### config.mk
export PLATFORM = sky130hd
export DESIGN_NAME = servant_sleep_ctrl_flat
export DESIGN_NICKNAME = d
export VERILOG_FILES = /design/src/rtl/servant_sleep_ctrl_if.sv /design/src/rtl/servant_sleep_ctrl.sv /design/src/flat_wrapper.sv
export SDC_FILE = /design/constraint.sdc
export NUM_CORES = 1
export LEC_CHECK = 0
export CAP_MARGIN = 20
export CORE_ASPECT_RATIO = 0.75
export CORE_MARGIN = 5
export CORE_UTILIZATION = 39
export CTS_CLUSTER_SIZE = 10
export DETAILED_ROUTE_END_ITERATION = 10
export GPL_TIMING_DRIVEN = 0
export PLACE_DENSITY = 0.81
export SYNTH_ARGS = -nofsm -noshare
export SYNTH_HDL_FRONTEND = slang
export SYNTH_SLANG_ARGS = --single-unit
### constraint.sdc
create_clock -name i_clk -period 1.63 [get_ports i_clk]
set_input_delay 0.2445 -clock i_clk [delete_from_list [all_inputs] [get_ports i_clk]]
set_output_delay 0.2445 -clock i_clk [all_outputs]
set_load 0.02 [all_outputs]
### src/rtl/servant_sleep_ctrl_if.sv
// rtl/servant_sleep_ctrl_if.sv - core/clock-generator signal bundle for the sleep controller
interface servant_sleep_ctrl_if #(
  parameter int CNT_W = 32
);
  logic             i_sleep_req;
  logic             i_wakeup_req;
  logic             i_ext_irq;
  logic             i_bus_busy;
  logic             o_clk_en;
  logic             o_sleeping;
  logic             o_wake;
  logic             o_abort;
  logic [CNT_W-1:0] o_sleep_cycles;

  modport master (
    output i_sleep_req, i_wakeup_req, i_ext_irq, i_bus_busy,
    input  o_clk_en, o_sleeping, o_wake, o_abort, o_sleep_cycles
  );

  modport slave (
    input  i_sleep_req, i_wakeup_req, i_ext_irq, i_bus_busy,
    output o_clk_en, o_sleeping, o_wake, o_abort, o_sleep_cycles
  );
endinterface

### src/rtl/servant_sleep_ctrl.sv
// rtl/servant_sleep_ctrl.sv - core clock-enable sleep/wake sequencer; sleep counter under SERVANT_SLEEP_CTRL_CNT_EN
module servant_sleep_ctrl #(
  parameter int DRAIN_MAX = 15,
  parameter int WAKE_DLY  = 4,
  parameter int CNT_W     = 32
) (
  input logic                 i_clk,
  input logic                 i_rst_n,
  servant_sleep_ctrl_if.slave bus
);

  typedef enum logic [1:0] {
    ST_RUN,
    ST_DRAIN,
    ST_SLEEP,
    ST_WAKE
  } state_t;

  localparam logic [7:0] DRAIN_LAST = 8'(DRAIN_MAX - 1);
  localparam logic [7:0] WAKE_LAST  = 8'(WAKE_DLY - 1);
  localparam bit         SKIP_WAKE  = (WAKE_DLY == 0);

  state_t     state;
  state_t     state_nxt;
  logic [7:0] cnt;
  logic [7:0] cnt_nxt;
  logic       irq_meta;
  logic       irq_s;
  logic       wev;
  logic       abort_nxt;
  logic       wake_nxt;
  logic       clk_en_q;
  logic       sleeping_q;
  logic       wake_q;
  logic       abort_q;

  always_ff @(posedge i_clk or negedge i_rst_n) begin
    if (!i_rst_n) begin
      irq_meta <= 1'b0;
      irq_s    <= 1'b0;
    end else begin
      irq_meta <= bus.i_ext_irq;
      irq_s    <= irq_meta;
    end
  end

  assign wev = bus.i_wakeup_req | irq_s;

  always_comb begin
    state_nxt = state;
    cnt_nxt   = cnt;
    abort_nxt = 1'b0;
    wake_nxt  = 1'b0;
    case (state)
      ST_RUN: begin
        if (bus.i_sleep_req) begin
          if (wev) begin
            abort_nxt = 1'b1;
          end else begin
            state_nxt = ST_DRAIN;
            cnt_nxt   = 8'd0;
          end
        end
      end
      ST_DRAIN: begin
        cnt_nxt = cnt + 8'd1;
        // A wake event beats both the idle bus and the timeout.
        if (wev) begin
          state_nxt = ST_RUN;
          abort_nxt = 1'b1;
        end else if (!bus.i_bus_busy) begin
          state_nxt = ST_SLEEP;
          cnt_nxt   = 8'd0;
        end else if (cnt == DRAIN_LAST) begin
          state_nxt = ST_RUN;
          abort_nxt = 1'b1;
        end
      end
      ST_SLEEP: begin
        if (wev) begin
          if (SKIP_WAKE) begin
            state_nxt = ST_RUN;
            wake_nxt  = 1'b1;
          end else begin
            state_nxt = ST_WAKE;
            cnt_nxt   = 8'd0;
          end
        end
      end
      ST_WAKE: begin
        cnt_nxt = cnt + 8'd1;
        if (cnt == WAKE_LAST) begin
          state_nxt = ST_RUN;
          wake_nxt  = 1'b1;
        end
      end
      default: begin
        state_nxt = ST_RUN;
        cnt_nxt   = 8'd0;
      end
    endcase
  end

  // Outputs are derived from the next state so they change on the same edge as the state.
  always_ff @(posedge i_clk or negedge i_rst_n) begin
    if (!i_rst_n) begin
      state      <= ST_RUN;
      cnt        <= 8'd0;
      clk_en_q   <= 1'b1;
      sleeping_q <= 1'b0;
      wake_q     <= 1'b0;
      abort_q    <= 1'b0;
    end else begin
      state      <= state_nxt;
      cnt        <= cnt_nxt;
      clk_en_q   <= (state_nxt == ST_RUN) || (state_nxt == ST_DRAIN);
      sleeping_q <= (state_nxt == ST_SLEEP) || (state_nxt == ST_WAKE);
      wake_q     <= wake_nxt;
      abort_q    <= abort_nxt;
    end
  end

  assign bus.o_clk_en   = clk_en_q;
  assign bus.o_sleeping = sleeping_q;
  assign bus.o_wake     = wake_q;
  assign bus.o_abort    = abort_q;

`ifdef SERVANT_SLEEP_CTRL_CNT_EN
  logic [CNT_W-1:0] slp_cnt;
  logic [CNT_W-1:0] slp_inc;
  logic [CNT_W-1:0] sleep_cycles_q;

  assign slp_inc = (&slp_cnt) ? slp_cnt : slp_cnt + CNT_W'(1);

  // The exit edge itself counts as a sleep cycle, so the latched value is the incremented count.
  always_ff @(posedge i_clk or negedge i_rst_n) begin
    if (!i_rst_n) begin
      slp_cnt        <= '0;
      sleep_cycles_q <= '0;
    end else if (state == ST_SLEEP) begin
      if (state_nxt != ST_SLEEP) begin
        sleep_cycles_q <= slp_inc;
        slp_cnt        <= '0;
      end else begin
        slp_cnt <= slp_inc;
      end
    end else begin
      slp_cnt <= '0;
    end
  end

  assign bus.o_sleep_cycles = sleep_cycles_q;
`else
  assign bus.o_sleep_cycles = {CNT_W{1'b0}};
`endif

endmodule

### src/flat_wrapper.sv
// flat-port wrapper written by rule: the top's interface ports become plain ports
module servant_sleep_ctrl_flat 
#(
  parameter int DRAIN_MAX = 15,
  parameter int WAKE_DLY  = 4,
  parameter int CNT_W     = 32
)
  (i_clk, i_rst_n, bus_i_sleep_req, bus_i_wakeup_req, bus_i_ext_irq, bus_i_bus_busy, bus_o_clk_en, bus_o_sleeping, bus_o_wake, bus_o_abort, bus_o_sleep_cycles);
  servant_sleep_ctrl_if #(.CNT_W(CNT_W)) bus_i ();
  input logic i_clk;
  input logic i_rst_n;
  input wire logic [$bits(bus_i.i_sleep_req)-1:0] bus_i_sleep_req;
  input wire logic [$bits(bus_i.i_wakeup_req)-1:0] bus_i_wakeup_req;
  input wire logic [$bits(bus_i.i_ext_irq)-1:0] bus_i_ext_irq;
  input wire logic [$bits(bus_i.i_bus_busy)-1:0] bus_i_bus_busy;
  output wire logic [$bits(bus_i.o_clk_en)-1:0] bus_o_clk_en;
  output wire logic [$bits(bus_i.o_sleeping)-1:0] bus_o_sleeping;
  output wire logic [$bits(bus_i.o_wake)-1:0] bus_o_wake;
  output wire logic [$bits(bus_i.o_abort)-1:0] bus_o_abort;
  output wire logic [$bits(bus_i.o_sleep_cycles)-1:0] bus_o_sleep_cycles;
  assign bus_i.i_sleep_req = bus_i_sleep_req;
  assign bus_i.i_wakeup_req = bus_i_wakeup_req;
  assign bus_i.i_ext_irq = bus_i_ext_irq;
  assign bus_i.i_bus_busy = bus_i_bus_busy;
  assign bus_o_clk_en = bus_i.o_clk_en;
  assign bus_o_sleeping = bus_i.o_sleeping;
  assign bus_o_wake = bus_i.o_wake;
  assign bus_o_abort = bus_i.o_abort;
  assign bus_o_sleep_cycles = bus_i.o_sleep_cycles;
  servant_sleep_ctrl #(.DRAIN_MAX(DRAIN_MAX), .WAKE_DLY(WAKE_DLY), .CNT_W(CNT_W)) u_core (.i_clk(i_clk), .i_rst_n(i_rst_n), .bus(bus_i));
endmodule
==> results <==
- The detail route stage leaves a number of antenna-violating nets equal to 0.
- The total congestion overflow after global routing is 0.
- Summed over all nets, the switching power comes to 0.682 mW.
- The number of global-route vias before repair is 880.
- The area growth from synthesis to layout is 39.0%.
- The startpoint type of the worst setup path is a register.
- The met1 track demand over resource is 12.4%.
- The number of slew-limit violations in the final report is 0.
- A synthesized cell averages 9.97 sq um.
- The part of the Yosys area used for sequential elements is 37.6%.
- Global routing consumed, over all layers together, 12.2% of the routing resources.
- STA classifies the critical path endpoint as a register.
- The maximum operating frequency is 0.624 GHz.
- The worst path in the final design needs a cycle of 1.60 ns, including I/O delays and setup.
- CTS built an H-tree with a depth of 1.
- After detailed routing, the total wire length is around 2.4 mm.
- The cell area power density is roughly 1200 nW/um^2.
- Measured against its own limit, the worst slew margin works out to 53.2%.
- The cell area that synthesis handed to floorplanning was 1070 sq um.
- The floorplan step set the die width to approximately 70 microns.
- The tree is rooted in a sky130_fd_sc_hd__clkbuf_8.
- At the pin with the least slew margin, the transition time is 0.700 ns.
- Of the total power, the clock network draws 19.2%.
- The synthesized design contains 16 register bits.
- Setup repair after global routing could not meet its margin everywhere.
- For this design the static power due to leakage is 0.778 nW.
- The total iterations of the first detailed-routing run is 4.
- The run finished with clean final reports.
- The mean number of vias per cell is 4.63.
- The ratio of cells with drive above 1 in the final layout is between 30% and 40%.
- The core region is 2620 sq um.
- For this run, global-route usage on met3 was measured as 3.80%.
- After clock tree synthesis, the clock-pin slew on the worst setup and hold paths is 0.06 ns.
- The first global-routing pass estimated 3.88 mm of wire.
- The number of maximum-capacitance violations is 0.
- The peak-usage layer in the global routing report is met2.
- 0 antenna diodes ended up in the layout.
- The number of synthesis warnings is 0.
- The average wire per standard cell is 12.5 microns.
- The required time reported for the critical path endpoint is 1.77 ns.
- The smallest hold slack is 0.231 ns.
- At the end of the flow, the number of nets in the layout was 167.
- The met2 track utilization from global routing is between 20% and 30%.
- The wire-length estimate of the detail-placed layout is 1.71 mm.
- For this block, the initial DRC count from the detailed router was 12.
- The largest clock skew in the final design is 0.00437 ns.
- The internal portion of the total power is 1.15 mW.
- The final-report setup violation count is 0.
- The initial utilization of the core area, before any placement, comes to 40.7%.
- In the layout the commonest cells are sky130_fd_sc_hd__buf_4, sky130_fd_sc_hd__conb_1, sky130_fd_sc_hd__dfrtp_1.
- The switching portion of total power is 37.2%.
- For this run, design rule violations remaining after detail routing come to 0.
- The number of CTS-inserted buffers is 3.
- Port buffering added 8 buffers.
- The number of sinks handled by clock tree synthesis is 16.
- After routing the design area is 1480 sq um.
- The number of non-filler instances in the completed layout is 194.
- The number of unique standard cell types used by synthesis is 35.
- STA puts the critical path data arrival time at about 1.7 ns.
- The total cell area at the placement stage is 1310 sq um.
- The setup TNS is 0 ns.
- The count of endpoints failing hold in the final timing report came to 0.
- In this run, synthesis inferred 0 flip-flops with an integrated enable.
- The die outline height is 55.3 microns.
- At the end of routability-driven placement, the weighted congestion stood at 0.827.
- The CTS tree is done.
- Sequential cells burn 35.4% of the power.
- The cell row count is 16.
- IR analysis of the VDD net gives a maximum drop of 0.000652 V.
- For this run, the leading register cell type out of synthesis is sky130_fd_sc_hd__dfrtp_1.
- The floorplan step defined a die boundary enclosing 3890 sq um.
- The number of cells in the design after placement is between 150 and 200.
- The count of boundary I/O pins is 42.
- The number of instances in the synthesized netlist is 107.
- The library cell used most frequently in the layout, excluding fill and tap cells, is sky130_fd_sc_hd__buf_4.
- The worst hold path belongs to the class primary input to register.
- The number of buffers on the longest clock path is 2.
- The largest fanout on the critical path is 8.
- The proportion of synthesized flip-flops having asynchronous set or reset is 100%.
- Dividing the final minimum period by the clock period gives 98.3%.
- The number of antenna violations at the first check in global routing came to 0.
- Entering global routing, the biggest net connects 17 pins.
- The combinational share of power is 45.5%.
- The clock insertion delay at the later pin of the skew report is 0.25 ns.
- The number of vias in the routed layout is roughly 900.
- The path type of the worst setup path is register to register.
power groups by stage:
stage / Clock [mW] / Combinational [mW] / Sequential [mW]
2_1_floorplan: 0 / 0.447 / 0.637
3_3_place_gp: 0 / 0.644 / 0.597
3_5_place_dp: 0 / 0.671 / 0.612
4_1_cts: 0.356 / 0.771 / 0.603
5_1_grt: 0.388 / 0.899 / 0.666
6_report: 0.352 / 0.834 / 0.649
per-layer routing:
layer,part of all wire [%],vias up
li1,-,432
met1,36,406
met2,51,49
met3,9.4,11
met4,3.5,0
met5,0,-
state kept, by name, summed over array words and instances (netlist names):
register,count
u_core.cnt,8
u_core.state,2
u_core.bus.o_abort,1
u_core.bus.o_clk_en,1
u_core.bus.o_sleeping,1
u_core.bus.o_wake,1
u_core.irq_meta,1
u_core.irq_s,1
per-stage QoR:
step	util (%)	power [mW]	setup slack (ns)
floorplan	-	1.08	0.00476
global placement	49.9	1.24	-0.340
detailed placement	49.9	1.28	-0.437
CTS	54.3	1.73	0.00214
global route	56.6	1.95	-0.00757
finish	56.6	1.84	0.0270
synthesized netlist by cell type (2+ instances only):
cell | number | area share [%]
sky130_fd_sc_hd__buf_6 | 2 | 2.1
sky130_fd_sc_hd__o32ai_1 | 2 | 1.6
sky130_fd_sc_hd__nor3b_1 | 2 | 1.4
sky130_fd_sc_hd__inv_1 | 5 | 1.8
sky130_fd_sc_hd__dfrtp_1 | 15 | 35
sky130_fd_sc_hd__a211o_1 | 5 | 4.1
sky130_fd_sc_hd__nor2_1 | 2 | 0.70
sky130_fd_sc_hd__or4_1 | 2 | 1.4
sky130_fd_sc_hd__buf_4 | 32 | 23
sky130_fd_sc_hd__o2111a_1 | 3 | 3.2
sky130_fd_sc_hd__nand4_1 | 2 | 1.2
sky130_fd_sc_hd__nor4_1 | 3 | 1.8
sky130_fd_sc_hd__nand3_1 | 4 | 1.9
sky130_fd_sc_hd__o21ai_0 | 4 | 1.9
sky130_fd_sc_hd__nor3_1 | 2 | 0.94
sky130_fd_sc_hd__ha_1 | 2 | 2.3
sky130_fd_sc_hd__and3_1 | 2 | 1.2
critical path, stage by stage, from the launching register on:
cell                      delay, ns
sky130_fd_sc_hd__dfrtp_2       0.44
sky130_fd_sc_hd__or4b_4        0.56
sky130_fd_sc_hd__and3_4        0.20
sky130_fd_sc_hd__a211o_1       0.29
final timing paths:
check / end / startpoint / slack, ns / cells past startpoint
worst max-delay path: u_core.cnt[5] / u_core.irq_s / 0.03 / 3
worst max register to register: u_core.cnt[5] / u_core.irq_s / 0.03 / 3
worst min-delay path: u_core.state[1] / bus_i_bus_busy / 0.23 / 2
worst min register to register: u_core.irq_s / u_core.irq_meta / 0.35 / 0
min in group asynchronous: u_core.cnt[6] / i_rst_n / 0.41 / 1
max in group asynchronous: u_core.cnt[0] / i_rst_n / 0.73 / 1
final cells by class:
| cell class | count | area, sq um |
|---|---|---|
| multi-input combinational | 82 | 548 |
| sequential | 16 | 405 |
| clock buffer | 4 | 55.1 |
| inverter | 5 | 18.8 |
| buffer | 33 | 251 |
| timing repair buffer | 18 | 160 |
| fill | 227 | 1140 |
| tap | 36 | 45.0 |
cell families (layout without fill, tap and decap cells):
logic type / Yosys count / after routing / synth area share, %
other cells: 1 / 32 / 0.351
fa+ha+maj: 2 / 2 / 2.34
simple gates: 26 / 26 / 15.4
compound gates: 22 / 22 / 17.6
buf+inv: 40 / 60 / 26.7
flops: 16 / 16 / 37.6
repair_timing:
action,CTS,global route
pin swaps,3,8
buffers inserted,6,5
gates resized for setup,9,7
hold buffers,0,0
setup endpoints to repair,10,12
Note: power is estimated with default switching activity, not from simulation.
